--- src/rtl/pc_sequencer_if.sv ---
// Bundle between controlunit/register file and the PC sequencer.
// The master side is the sequencer, which drives pc/enables back into the datapath.
interface pc_sequencer_if;
  logic        halt;
  logic [1:0]  brtype;
  logic [1:0]  PCsrc;
  logic [31:0] rs_data;
  logic [31:0] rt_data;
  logic [15:0] imm;
  logic [25:0] jta;
  logic [31:0] pc;
  logic [31:0] incr_pc;
  logic        fetch_en;
  logic        exec_en;
  logic        addr_err;
  logic [31:0] retired;

  modport master (
    input  halt, brtype, PCsrc, rs_data, rt_data, imm, jta,
    output pc, incr_pc, fetch_en, exec_en, addr_err, retired
  );

  modport slave (
    output halt, brtype, PCsrc, rs_data, rt_data, imm, jta,
    input  pc, incr_pc, fetch_en, exec_en, addr_err, retired
  );
endinterface

--- src/rtl/pc_sequencer.sv ---
// MicroMIPS program counter and two-phase FETCH/EXEC sequencer.
// The PC and retired count commit only on the EXEC->FETCH edge.
module pc_sequencer #(
  parameter logic [31:0] RESET_PC     = 32'h0000_0000,
  parameter logic [31:0] SYSCALL_ADDR = 32'h0000_0180
) (
  input  logic             clk,
  input  logic             rst,
  pc_sequencer_if.master   bus
);

  typedef enum logic [1:0] {
    IDLE  = 2'd0,
    FETCH = 2'd1,
    EXEC  = 2'd2
  } state_t;

  state_t      state_q, state_d;
  logic [31:0] pc_q, pc_d;
  logic [31:0] retired_q, retired_d;
  logic        addr_err_q, addr_err_d;

  logic [31:0] incr_pc;
  logic [31:0] br_offset;
  logic        operands_eq;
  logic        branch_taken;
  logic [31:0] next_pc;

  assign incr_pc     = pc_q + 32'd4;
  assign br_offset   = {{14{bus.imm[15]}}, bus.imm, 2'b00};
  assign operands_eq = (bus.rs_data == bus.rt_data);

  // brtype is only looked at for PCsrc=00 so an undriven brtype cannot reach pc
  always_comb begin
    branch_taken = 1'b0;
    if (bus.PCsrc == 2'b00) begin
      case (bus.brtype)
        2'b01:   branch_taken = operands_eq;
        2'b10:   branch_taken = ~operands_eq;
        2'b11:   branch_taken = bus.rs_data[31];
        default: branch_taken = 1'b0;
      endcase
    end
  end

  always_comb begin
    next_pc = incr_pc;
    case (bus.PCsrc)
      2'b00:   next_pc = branch_taken ? (incr_pc + br_offset) : incr_pc;
      2'b01:   next_pc = {pc_q[31:28], bus.jta, 2'b00};
      2'b10:   next_pc = {bus.rs_data[31:2], 2'b00};
      2'b11:   next_pc = SYSCALL_ADDR;
      default: next_pc = incr_pc;
    endcase
  end

  always_comb begin
    state_d    = state_q;
    pc_d       = pc_q;
    retired_d  = retired_q;
    addr_err_d = 1'b0;
    case (state_q)
      IDLE:  state_d = FETCH;
      FETCH: if (!bus.halt) state_d = EXEC;
      EXEC: begin
        state_d    = FETCH;
        pc_d       = next_pc;
        retired_d  = retired_q + 32'd1;
        addr_err_d = (bus.PCsrc == 2'b10) && (bus.rs_data[1:0] != 2'b00);
      end
      default: state_d = IDLE;
    endcase
  end

  always_ff @(posedge clk or posedge rst) begin
    if (rst) begin
      state_q    <= IDLE;
      pc_q       <= RESET_PC;
      retired_q  <= 32'd0;
      addr_err_q <= 1'b0;
    end else begin
      state_q    <= state_d;
      pc_q       <= pc_d;
      retired_q  <= retired_d;
      addr_err_q <= addr_err_d;
    end
  end

  assign bus.pc       = pc_q;
  assign bus.incr_pc  = incr_pc;
  assign bus.fetch_en = (state_q == FETCH) && !bus.halt;
  assign bus.exec_en  = (state_q == EXEC);
  assign bus.addr_err = addr_err_q;
  assign bus.retired  = retired_q;

endmodule

--- src/flat_wrapper.sv ---
// flat-port wrapper written by rule: the top's interface ports become plain ports
module pc_sequencer_flat 
#(
  parameter logic [31:0] RESET_PC     = 32'h0000_0000,
  parameter logic [31:0] SYSCALL_ADDR = 32'h0000_0180
)
  (clk, rst, bus_halt, bus_brtype, bus_PCsrc, bus_rs_data, bus_rt_data, bus_imm, bus_jta, bus_pc, bus_incr_pc, bus_fetch_en, bus_exec_en, bus_addr_err, bus_retired);
  pc_sequencer_if bus_i ();
  input  logic clk;
  input  logic rst;
  input wire logic [$bits(bus_i.halt)-1:0] bus_halt;
  input wire logic [$bits(bus_i.brtype)-1:0] bus_brtype;
  input wire logic [$bits(bus_i.PCsrc)-1:0] bus_PCsrc;
  input wire logic [$bits(bus_i.rs_data)-1:0] bus_rs_data;
  input wire logic [$bits(bus_i.rt_data)-1:0] bus_rt_data;
  input wire logic [$bits(bus_i.imm)-1:0] bus_imm;
  input wire logic [$bits(bus_i.jta)-1:0] bus_jta;
  output wire logic [$bits(bus_i.pc)-1:0] bus_pc;
  output wire logic [$bits(bus_i.incr_pc)-1:0] bus_incr_pc;
  output wire logic [$bits(bus_i.fetch_en)-1:0] bus_fetch_en;
  output wire logic [$bits(bus_i.exec_en)-1:0] bus_exec_en;
  output wire logic [$bits(bus_i.addr_err)-1:0] bus_addr_err;
  output wire logic [$bits(bus_i.retired)-1:0] bus_retired;
  assign bus_i.halt = bus_halt;
  assign bus_i.brtype = bus_brtype;
  assign bus_i.PCsrc = bus_PCsrc;
  assign bus_i.rs_data = bus_rs_data;
  assign bus_i.rt_data = bus_rt_data;
  assign bus_i.imm = bus_imm;
  assign bus_i.jta = bus_jta;
  assign bus_pc = bus_i.pc;
  assign bus_incr_pc = bus_i.incr_pc;
  assign bus_fetch_en = bus_i.fetch_en;
  assign bus_exec_en = bus_i.exec_en;
  assign bus_addr_err = bus_i.addr_err;
  assign bus_retired = bus_i.retired;
  pc_sequencer #(.RESET_PC(RESET_PC), .SYSCALL_ADDR(SYSCALL_ADDR)) u_core (.clk(clk), .rst(rst), .bus(bus_i));
endmodule
--- config.mk ---
export PLATFORM = sky130hd
export DESIGN_NAME = pc_sequencer_flat
export DESIGN_NICKNAME = d
export VERILOG_FILES = /design/src/rtl/pc_sequencer_if.sv /design/src/rtl/pc_sequencer.sv /design/src/flat_wrapper.sv
export SDC_FILE = /design/constraint.sdc
export NUM_CORES = 1
export LEC_CHECK = 0
export CORE_MARGIN = 4
export CORE_UTILIZATION = 44
export DETAILED_ROUTE_END_ITERATION = 8
export DONT_BUFFER_PORTS = 1
export PLACE_DENSITY_LB_ADDON = 0.25
export SKIP_LAST_GASP = 1
export SYNTH_ARGS = -nofsm -noshare
export SYNTH_HDL_FRONTEND = slang
export SYNTH_SLANG_ARGS = --single-unit
--- constraint.sdc ---
create_clock -name clk -period 3.5 [get_ports clk]
set_clock_uncertainty 0.2 [all_clocks]
set_input_delay 0.7 -clock clk [delete_from_list [all_inputs] [get_ports clk]]
set_output_delay 0.7 -clock clk [all_outputs]
set_load 0.01 [all_outputs]
==> run metrics <==
# hold bufs at CTS=0; Final nets=963; register area=about 0.0016 sq mm; count leader, synth=nand2_1; dpl hpwl=17.9 mm; mux contribution to synthesized area=1.77%; largest net degree at the start of global routing=36; total global routing overflow=0; cell area after synthesis=0.00588 sq mm; antenna violation net count after detailed routing=0; Worst Path Buf+Inv=2; Slew headroom=a little under three fifths; total track usage=28.3%; Routed wire per std cell=23.7 microns; Die X=roughly 120 microns; setup violators final=1; Post-synth ARST share=between 90% and 100%; period utilisation layout=102%; fmax=279 MHz; status=complete, but fails checks; clk slew on worst S/H paths=0.06 ns; routability cong.=0.955; CTS root buf=clkbuf_16; Post-Synth Simple-Gate Area=21.7%; Synth top area share=27.7%; # diodes=0; clock buffer depth=2; combinational family with the most area after synthesis=simple AND/OR/NAND/NOR gates; H-tree levels=3; flops & latches, synth=65; Tot Pwr=5.86 mW; CP peak stage delay=0.41 ns; share of cells above drive strength 1=29.4%; crit path max-delay cell type=ha_2; compound-gate portion of the synthesized area=between 20% and 30%; multi-input logic area=between 0.004 and 0.005 sq mm; CORE AREA=roughly 0.013 sq mm; Max-Cap Viols=0; initial drt markers=400; Final min period=3.58 ns; Synth Flop Type=dfrtp_1; vias in the first global route=5976; Max FO, Critical Path=7; Port-buffer cells=0; # DRC=0; Synth area leaders=dfrtp_1 (28%), xnor2_1 (8.8%), xor2_1 (7.6%); first-pass GRT wire length=32.9 mm; TritonCTS buffer count=9; initial antenna violation count=0; most frequent cells after synthesis=nand2_1 (79), dfrtp_1 (65), nor2_1 (64), xnor2_1 (59), xor2_1 (51); latest clock arrival within the worst-skew pair=0.33 ns; row count=41; CTS tree=built; crit start category=register; final wirelength=~23 mm; Yosys cell types=slightly above 70; Initial DRT Pass Iterations=5; delay-heaviest family, CP=simple AND/OR/NAND/NOR gates; vias=6187; Setup CP Type=register to register; number of clock sinks=65; Design Area, Final=0.00778 sq mm; FILL cells=1148; Crit path arrival time=3.62 ns; Critical Path Sink Type=register; post-DR vias/cell=6.24; CP Data Required Time=3.54 ns; R2R setup slack=-0.08 ns; Leak=roughly 3.4 nW; worst min path class=input pin to asynchronous set/reset pin; initial core utilization=45.7%; DP Cell Count=965; Hold WS=approximately 0.13 ns; num ports=around 210; mean post-synth cell area=8.37 sq um; Power per Cell Area=754 mW/mm^2; Yosys top cell by area=dfrtp_1; CP Cell Sequence=and4_4, buf_4, nand4_1, nor3_2, buf_4, nand2_1, xnor2_2, ha_2, nand4_1, nor4_4, a21oi_2, a21oi_2, xnor2_1, o21ba_2, o31ai_2; Synth Area in XOR/XNOR=16.4%; DIE AREA=~0.015 sq mm; setup TNS=-0.0794 ns; failing checks=negative setup slack; Final Hold Violating Endpoints=0; Post-synth EDFFs=0; adder-cell share of the synthesized area=7.79%; DP Area=approximately 0.007 sq mm; Setup WS pre-CTS=-0.0765 ns; die height=124 microns; post-route setup slack=-0.0794 ns; Max VDD drop=0.000420 V; Least-Margin Pin Slew=0.623 ns; sequential fraction of the synthesis area=27.7%; RSZ-0062 raised after global routing=yes; P&R area growth vs syn=32.2%; Finished Core Util=between 60% and 70%; Gate Count Post-Synth=703; Final Instance Count excl. Fillers=991; Max Slew Vio Count=0; YS warnings=0
==> sequential cells by signal (all words and copies together), names as in the netlist <==
| signal | cells |
|---|---|
| u_core.bus.retired | 32 |
| u_core.bus.pc | 30 |
| u_core.state_q | 2 |
| u_core.bus.addr_err | 1 |
==> final timing paths <==
kind / depth (start not counted) / from / to
worst max-delay path: 15 / u_core.bus.pc[14] / u_core.bus.pc[31]
worst max register to register: 15 / u_core.bus.pc[14] / u_core.bus.pc[31]
worst min-delay path: 1 / rst / u_core.bus.addr_err
worst min register to register: 1 / u_core.state_q[1] / u_core.state_q[1]
max in group asynchronous: 2 / rst / u_core.bus.pc[11]
min in group clk: 1 / bus_halt / u_core.state_q[1]
==> layout make-up <==
type	instances	area share [%]
Multi-Input combinational cell	600	59.6
Sequential cell	65	20.9
Timing Repair Buffer	121	11.9
Clock buffer	9	2.90
Tap cell	172	2.77
Clock inverter	7	0.997
Inverter	17	0.820
==> kinds of logic after synthesis <==
group,count (synthesis)
AND/OR/NAND/NOR,262
adder cells (fa/ha/maj),36
flip-flops,65
XOR/XNOR,110
other,1
buffers and inverters,41
multiplexers,9
AO/OA/AOI/OAI,179
==> power breakdown <==
part           internal, mW  switching, mW  total, mW  leakage [nW]
logic                  1.73           2.05       3.78          2.41
registers             0.924          0.229       1.15         0.850
clock network         0.558          0.370      0.928         0.146
total                  3.22           2.65       5.86          3.40
==> layer usage <==
metal | GRT usage [%] | part of all wire, % | vias up
met1 | 35.3 | 39 | 3021
met4 | 9.13 | 3.6 | 0
met2 | 47.4 | 48 | 323
li1 | - | - | 2778
met3 | 7.77 | 9.3 | 65
met5 | 0 | 0 | -
==> repair_timing <==
| action | CTS | global route |
|---|---|---|
| setup buffers | 2 | 8 |
| endpoints found under the setup margin | 9 | 17 |
| pin swaps | 8 | 43 |
| gates resized for setup | 12 | 79 |
==> placed cells by master, fill, tap and decap left out, drive strengths merged, types with 4 or more instances in the layout <==
master and count:
buf 121, nand2 79, nor2 67, dfrtp 65, xnor2 59, xor2 51, o21ai 42, a21oi 37
ha 35, nand3 26, nand4 22, inv 18, a21o 16, a22oi 16, and3 15, nor3 11
nor4 10, clkbuf 9, a221oi 9, nand2b 8, mux2i 8, a211oi 8, o21bai 6, a221o 5
o211ai 5, and4 5, nor2b 4, nor3b 4, conb 4, a31o 4, o31ai 4, and2 4
clkinv 4
(Power assumes the default switching activity.)
